<file path="src/rtl/kmul_pkg.sv">
// kmul_pkg: shared types and constants for the iterative Karatsuba multiplier.
package kmul_pkg;

   // Default operand width of karatsuba_iter.
   localparam int KMUL_DEF_N = 32;

   // Sequencer states: one partial product per MUL_* state, then recombination.
   typedef enum logic [2:0] {
      IDLE    = 3'd0,
      MUL_LO  = 3'd1,
      MUL_HI  = 3'd2,
      MUL_MID = 3'd3,
      COMBINE = 3'd4,
      DONE    = 3'd5
   } kmul_state_t;

endpackage : kmul_pkg

</file>
<file path="src/rtl/kmul_half_mult.sv">
// kmul_half_mult: combinational W x W -> 2W unsigned multiplier.
// karatsuba_iter uses a single instance with W = H+1 so that the middle
// term's carried sums fit without truncation.
module kmul_half_mult #(
   parameter int W = 17
) (
   input  logic [W-1:0]   a,
   input  logic [W-1:0]   b,
   output logic [2*W-1:0] p
);

   // Both operands are zero-extended to the product width before multiplying.
   always_comb begin
      p = {{W{1'b0}}, a} * {{W{1'b0}}, b};
   end

endmodule : kmul_half_mult

</file>
<file path="src/rtl/karatsuba_iter.sv">
// karatsuba_iter: iterative Karatsuba multiplier, N x N -> 2N.
// Three partial products are formed on successive cycles by one shared
// (H+1)x(H+1) multiplier and recombined in a fourth cycle.
//
// Handshake: an operand pair moves on a rising edge where in_valid and
// in_ready are both 1; a result moves on a rising edge where out_valid and
// out_ready are both 1. in_ready is high only in IDLE, so the accept and
// result handshakes can never share a cycle.
//
// Optional feature macro: KARATSUBA_ITER_SIGNED_EN adds the sgn input and
// two's-complement operation (sign-magnitude around the unsigned core).
module karatsuba_iter
   import kmul_pkg::*;
#(
   parameter int N = KMUL_DEF_N,
   parameter int H = N / 2
) (
   input  logic           clk,
   input  logic           rst,
   input  logic           in_valid,
   output logic           in_ready,
`ifdef KARATSUBA_ITER_SIGNED_EN
   input  logic           sgn,
`endif
   input  logic [N-1:0]   X,
   input  logic [N-1:0]   Y,
   output logic           out_valid,
   input  logic           out_ready,
   output logic [2*N-1:0] Z
);

   // Reject unsupported geometries at elaboration.
   if ((N % 2) != 0 || N < 4) begin : g_bad_n
      $error("karatsuba_iter: N must be even and at least 4");
   end
   if (H != N / 2) begin : g_bad_h
      $error("karatsuba_iter: H is derived from N and must equal N/2");
   end

   localparam int PAD1 = 2 * N - (2 * H + 2);
   localparam int PAD0 = 2 * N - 2 * H;

   kmul_state_t state;

   logic [N-1:0]     xa;
   logic [N-1:0]     ya;
   logic [2*H-1:0]   p0;
   logic [2*H-1:0]   p2;
   logic [2*H+1:0]   p1;

   logic [N-1:0]     x_in;
   logic [N-1:0]     y_in;

   logic [H:0]       ma;
   logic [H:0]       mb;
   logic [2*H+1:0]   mp;

   logic [2*N-1:0]   mid;
   logic [2*N-1:0]   z_mag;
   logic [2*N-1:0]   z_next;

`ifdef KARATSUBA_ITER_SIGNED_EN
   logic             neg;
   logic             neg_in;

   // Signed operands are reduced to magnitudes; -2^(N-1) maps onto itself,
   // which is its correct unsigned magnitude.
   always_comb begin
      x_in   = (sgn && X[N-1]) ? -X : X;
      y_in   = (sgn && Y[N-1]) ? -Y : Y;
      neg_in = sgn && (X[N-1] ^ Y[N-1]);
   end
`else
   // Unsigned only: operands pass straight through.
   always_comb begin
      x_in = X;
      y_in = Y;
   end
`endif

   // Shared multiplier operand select; the middle sums keep their carry bit.
   always_comb begin
      ma = '0;
      mb = '0;
      case (state)
         MUL_LO: begin
            ma = {1'b0, xa[H-1:0]};
            mb = {1'b0, ya[H-1:0]};
         end
         MUL_HI: begin
            ma = {1'b0, xa[N-1:H]};
            mb = {1'b0, ya[N-1:H]};
         end
         MUL_MID: begin
            ma = {1'b0, xa[H-1:0]} + {1'b0, xa[N-1:H]};
            mb = {1'b0, ya[H-1:0]} + {1'b0, ya[N-1:H]};
         end
         default: begin
            ma = '0;
            mb = '0;
         end
      endcase
   end

   kmul_half_mult #(
      .W (H + 1)
   ) u_half_mult (
      .a (ma),
      .b (mb),
      .p (mp)
   );

   // Recombination: Z = p2*2^N + (p1 - p2 - p0)*2^H + p0, all in 2N bits.
   // The middle difference equals Xl*Yh + Xh*Yl and is never negative.
   always_comb begin
      mid   = {{PAD1{1'b0}}, p1} - {{PAD0{1'b0}}, p2} - {{PAD0{1'b0}}, p0};
      z_mag = ({{PAD0{1'b0}}, p2} << N) + (mid << H) + {{PAD0{1'b0}}, p0};
`ifdef KARATSUBA_ITER_SIGNED_EN
      z_next = neg ? -z_mag : z_mag;
`else
      z_next = z_mag;
`endif
   end

   // Sequencer with registered handshake outputs; reset wins over everything.
   always_ff @(posedge clk) begin
      if (rst) begin
         state     <= IDLE;
         in_ready  <= 1'b1;
         out_valid <= 1'b0;
         Z         <= '0;
         p0        <= '0;
         p1        <= '0;
         p2        <= '0;
         xa        <= '0;
         ya        <= '0;
`ifdef KARATSUBA_ITER_SIGNED_EN
         neg       <= 1'b0;
`endif
      end else begin
         case (state)
            IDLE: begin
               if (in_valid) begin
                  xa       <= x_in;
                  ya       <= y_in;
`ifdef KARATSUBA_ITER_SIGNED_EN
                  neg      <= neg_in;
`endif
                  in_ready <= 1'b0;
                  state    <= MUL_LO;
               end
            end
            MUL_LO: begin
               p0    <= mp[2*H-1:0];
               state <= MUL_HI;
            end
            MUL_HI: begin
               p2    <= mp[2*H-1:0];
               state <= MUL_MID;
            end
            MUL_MID: begin
               p1    <= mp;
               state <= COMBINE;
            end
            COMBINE: begin
               Z         <= z_next;
               out_valid <= 1'b1;
               state     <= DONE;
            end
            DONE: begin
               if (out_ready) begin
                  out_valid <= 1'b0;
                  in_ready  <= 1'b1;
                  state     <= IDLE;
               end
            end
            default: begin
               out_valid <= 1'b0;
               in_ready  <= 1'b1;
               state     <= IDLE;
            end
         endcase
      end
   end

endmodule : karatsuba_iter

</file>
<file path="config.mk">
export PLATFORM = sky130hd
export DESIGN_NAME = karatsuba_iter
export DESIGN_NICKNAME = d
export VERILOG_FILES = /design/src/rtl/kmul_pkg.sv /design/src/rtl/kmul_half_mult.sv /design/src/rtl/karatsuba_iter.sv
export SDC_FILE = /design/constraint.sdc
export NUM_CORES = 1
export LEC_CHECK = 0
export ABC_AREA = 0
export CAP_MARGIN = 0
export CORE_MARGIN = 5
export CORE_UTILIZATION = 43
export CTS_CLUSTER_SIZE = 40
export DETAILED_ROUTE_END_ITERATION = 12
export DONT_BUFFER_PORTS = 1
export GPL_ROUTABILITY_DRIVEN = 0
export HOLD_SLACK_MARGIN = 0.06
export PLACE_DENSITY = 0.68
export SYNTH_ARGS = -nofsm -noshare
export SYNTH_HDL_FRONTEND = slang
export SYNTH_SLANG_ARGS = --single-unit
</file>
<file path="constraint.sdc">
create_clock -name clk -period 13.1 [get_ports clk]
set_clock_uncertainty 0.2 [all_clocks]
set_input_delay 0.655 -clock clk [delete_from_list [all_inputs] [get_ports clk]]
set_output_delay 0.655 -clock clk [all_outputs]
set_load 0.02 [all_outputs]
</file>
# [Word level (Yosys, flattened, before mapping)]
# Index checks and enable logic that the tools add are counted.
[totals] ff_bits=231 latch_bits=0 ram_bits=0 mem_bits_ro=0 in_bits=68 memories=0
[op_classes] add_sub_neg=6 mul=1 n_div=0 order_cmp=0 n_eq_ne=7 n_shift=0 muxes=10 bitwise=2 reduce_logical=7
[op_table] cell="17-bit case mux with 3 select lines" n=2
[op_table] cell="64-bit by 32-bit adder with 64-bit output" n=1
[op_table] cell="64-bit adder" n=1
[op_table] cell="35-bit by 33-bit subtractor with 36-bit output" n=1
[op_table] cell="34-bit by 32-bit subtractor with 35-bit output" n=1
[op_table] cell="16-bit by 16-bit adder with 17-bit output" n=2
[op_table] cell="17-bit by 17-bit multiplier with 34-bit output" n=1
[op_table] cell="3-bit case mux with 6 select lines" n=1
[op_table] cell="4-bit OR reduction" n=2
[op_table] cell="3-bit by 2-bit equality test with 1-bit output, second input constant" n=2
[op_table] cell="3-bit equality test, second input constant" n=2
[op_table] cell="3-bit 2-to-1 mux" n=2
[op_table] cell="1-bit case mux with 3 select lines" n=2
[op_table] cell="2-bit AND reduction" n=3
[op_table] cell="2-bit inequality test, second input constant" n=2
[op_table] cell="3-bit by 1-bit equality test with 1-bit output, second input constant" n=1
[op_table] cell="3-bit zero test" n=1
[op_table] cell="1-bit 2-to-1 mux" n=3
[op_table] cell="3-bit AND reduction" n=1
[op_table] cell="1-bit NOT" n=2

# [Longest topological paths before layout]
[logic_depth] ltp_word=4 ltp_mapped=37 mapped_depth_nobuf=36

# [Cells and area by module]
# Synthesis repeated with hierarchy kept, for this count alone.
[hier_totals] cells_unflattened=3241 area_unflattened_um2=25236.7
[modules_own_cells] mod="karatsuba_iter" n_inst=1 cells_each=2116 area_per_inst_um2=15561.2 seq_area_each_um2=4624.4
[modules_own_cells] mod="kmul_half_mult" n_inst=1 cells_each=1125 area_per_inst_um2=9675.5 seq_area_each_um2=0.0

# [Worst setup path before layout]
# No wires, ideal clock.
[synth_timing] path_kind="flip-flop to flip-flop" from="reg ya[0]" to="reg p0[29]" setup_time_ps=87 arrival_ps=8096 required_ps=12813 setup_slack_ps=4717 stages_incl_launch_ff=34 synth_period_minus_slack_ps=8383 path_cell_list="dfxtp_1 ha_1 fa_1 a21o_1 a21oi_1 o21bai_1 a21o_1 a21oi_1 o31ai_1 o41a_1 a21oi_1 xnor2_1 a21o_1 nand2_1 fa_1 fa_1 inv_1 fa_1 fa_1 fa_1 inv_1 fa_1 inv_1 ha_1 and3_1 a22oi_1 nand2b_1 a21o_1 o2111ai_1 a21oi_1 nand2b_1 xnor2_1 or3_1 o31ai_1"
[synth_via] elab_chain_cells=3
[synth_lines] item="start, declared" line="karatsuba_iter.sv:46" text="logic [N-1:0] ya;"
[synth_lines] item="start signal, assigned" line="karatsuba_iter.sv:145" text="ya <= y_in;"
[synth_lines] item="16-bit by 16-bit adder with 17-bit output" line="karatsuba_iter.sv:96" text="mb = {1'b0, ya[H-1:0]} + {1'b0, ya[N-1:H]};"
[synth_lines] item="17-bit case mux with 3 select lines (*)" line="karatsuba_iter.sv:85" text="case (state)"
[synth_lines] item="17-bit by 17-bit multiplier with 34-bit output (*)" line="kmul_half_mult.sv:14" text="p = {{W{1'b0}}, a} * {{W{1'b0}}, b};"
[synth_lines] item="end signal, assigned" line="karatsuba_iter.sv:154" text="p0 <= mp[2*H-1:0];"
[synth_lines] item="end, declared" line="karatsuba_iter.sv:47" text="logic [2*H-1:0] p0;"
# Every way passes the cells marked *; elsewhere a longest branch is shown, timed or not.
# A chain may end at the register's enable or synchronous reset.

# [Worst setup path after layout]
[layout_timing] from="reg xa[0]" to="reg p0[29]"
[layout_via] elab_chain_cells=3
[layout_lines] item="start, declared" line="karatsuba_iter.sv:45" text="logic [N-1:0] xa;"
[layout_lines] item="start signal, assigned" line="karatsuba_iter.sv:144" text="xa <= x_in;"
[layout_lines] item="16-bit by 16-bit adder with 17-bit output" line="karatsuba_iter.sv:95" text="ma = {1'b0, xa[H-1:0]} + {1'b0, xa[N-1:H]};"
[layout_lines] item="17-bit case mux with 3 select lines (*)" line="karatsuba_iter.sv:85"
[layout_lines] item="17-bit by 17-bit multiplier with 34-bit output (*)" line="kmul_half_mult.sv:14"
# Marked as above.

==> metrics.cfg <==
[layout]
syn2layout_area_growth_pct = 8.688
layout_common_cells = 681 x nand2_1, 373 x inv_1, 353 x a21oi_1
num_antenna_cells = 0
fin_area_um2 = 27190
final_common_cell = nand2_1
nFillCells = 5697
final_layout_size_suffix_gt1_share_pct = 3.858
final-seq-area_um2 = 4624
nets = 3744
multi_input_area_um2 = 18490
fin_util_pct = 47.12

[clock_network]
numCtsBuffers = 25
numClockSinks = 231
clk_latency_ns = 0.58
cts_hold_buffers = 63
cts_resized = 0
clkTransAtPathRegs_ns = 0.06
cts_tree = done
cts_max_level = 1
root_buffer = clkbuf_16
cts_buffer_depth = 3
post_cts_buffers = 0

[setup_path]
crit_type = reg2reg
slowest_delay_ns = 0.54
r2r.worst_path.cells = 34
timing.rr.end = p0[29]
endpoint_kind = flop
arrival_ns = 9.54
crit_top_cell = fa_1
worstPathRequired_ns = 13.38
critPathMaxFanout = 15
reg2reg_from = xa[0]
cpMaxStageDelayCell = fa_1
r2r_setup_slack_ns = 3.84
start_kind = flop

[sta]
rsz0062_at_grt = false
fin_setup_tns_ns = 0
fin_crit_sh_pct = 70.67
setup_viol_count_final = 0
fmax_mhz = 108.0
final_hold_viol_count = 0
slew_headroom_pct = 23.91
maxSlewViolCount = 0
worst_pin_slew_ns = 1.134
period_minus_slack_ns = 9.258

[placed_design]
io_buffers = 0
placed_area_um2 = 25710
hpwl_um = 54920

[floorplan]
num_rows = 88
ioPinCount = 134
core_um2 = 57700
start_util_pct = 43.36
die-area_um2 = 63100
fp.dieH_um = 251.2
fp.dieW_um = 251.2

[pwr]
power_density_nw_per_um2 = 102.5
ir_drop_mv = 0.1448
p_leak_nw = 12.31

[logic_synthesis]
netlist_instances = 3216
synth_ff_type = dfxtp_1
synth_top_area_share_pct = 18.49
synth.distinct_cells = 87
synth_edf_count = 0
synthArstFlopShare_pct = 0
synth_warnings = 0
yosysSeqAreaShare_pct = 18.49
syn_avg_cell_area_um2 = 7.778
synth_seq_cells = 231
synth.area.top_cells = dfxtp_1 18%, fa_1 18%, ha_1 13%, nand2_1 10%, a21oi_1 7.1%
synth_nets = 3764
yosysTopAreaCell = dfxtp_1
syn_area_um2 = 25020

[global_routing]
grt.total_usage_pct = 22.17
grt_max_degree = 220
overflow = 0
grt_pass1_vias = 21425
grt_antenna_before_repair = 2
grt_pass1_wl_um = 114900

[hold_path]
hold_class = in2reg
min_path_cells = 2
min_from = X[17]
holdPathEnd = xa[17]

[outcome]
status = complete, no violations

[drt]
dr.pass1.iters = 5
viasPerCell = 5.437
route.detailed.drc = 0
antenna_left = 0
wl_per_cell_um = 18.02
vias = 21634
drtIter0Drc = 1481
wl_um = 71690

[run]
drv_cap = 0

==> worst max path at each step <==
stage	start	end	slack, ns
finish	xa[0]	p0[29]	3.84
global route	xa[0]	p0[29]	3.25
CTS	xa[0]	p0[29]	3.88
detailed placement	xa[0]	p0[29]	3.89
global placement	xa[0]	p0[29]	4.04
floorplan	ya[0]	p0[29]	4.72
==> critical path, delay by kind of cell, from the launching register on <==
family                   cells  cell delay, ns
AO/OA/AOI/OAI               13            2.53
AND/OR/NAND/NOR              7            1.84
adder cells (fa/ha/maj)      9            3.88
XOR/XNOR                     1            0.17
flip-flops                   1            0.32
buffers and inverters        4            0.24
==> where the power goes <==
group / total, W / internal, W / switching, W
sequential: 0.000753 / 0.000725 / 0.0000284
combinational: 0.00131 / 0.000523 / 0.000791
clock: 0.000720 / 0.000406 / 0.000314
==> routing by layer <==
metal,GRT usage [%],routed length [um],up-vias
li1,-,-,10592
met1,28.88,30770,10235
met2,36.57,32510,654
met3,4.645,5126,149
met4,8.031,3257,4
met5,0,28,-
==> synthesized netlist by cell type (all sizes together), types with 22 or more instances <==
cell type / n
dfxtp: 231
ha: 251
a21oi: 356
nand2: 683
a211oi: 22
fa: 229
a21o: 71
o21ai: 89
o21a: 25
clkbuf: 122
xnor2: 99
nand3: 35
xor2: 48
inv: 373
nand2b: 32
nor2: 154
nor3: 47
nor2b: 23
and2: 52
==> cell type report <==
class | instances | share of cell area [%]
clock buffers | 34 | 2.646
well taps | 765 | 3.520
multi-input cells | 2469 | 68.00
clock inverters | 11 | 0.3912
inverters | 374 | 5.163
repair buffers | 95 | 3.267
flip-flops and latches | 231 | 17.01
==> registers in the layout, summed over array words and instances (netlist names) <==
register	cells
Z	64
in_ready	1
out_valid	1
p0	32
p1	34
p2	32
state	3
xa	32
ya	32
==> through the flow <==
step / power (W) / cells / setup WS (ns) / hold slack (ns)
6_report: 0.002787 / 3979 / 3.842 / 0.08220
5_1_grt: 0.002966 / 3979 / 3.254 / 0.07183
4_1_cts: 0.002783 / 3979 / 3.879 / 0.06427
3_5_place_dp: 0.002027 / 3871 / 3.891 / 0.2462
3_3_place_gp: 0.002021 / 3871 / 4.040 / 0.2489
2_1_floorplan: 0.001795 / 3216 / 4.717 / 0.2363
==> logic make-up after synthesis <==
group / after synthesis / synth area share, %
muxes: 14 / 0.6152
buffers and inverters: 516 / 7.773
adders and majority gates: 480 / 30.88
xor gates and xnor gates: 147 / 5.177
AOI/OAI and AO/OA: 733 / 18.24
DFF: 231 / 18.49
and+or+nand+nor: 1095 / 18.83
Power figures use the tool's default switching activity.
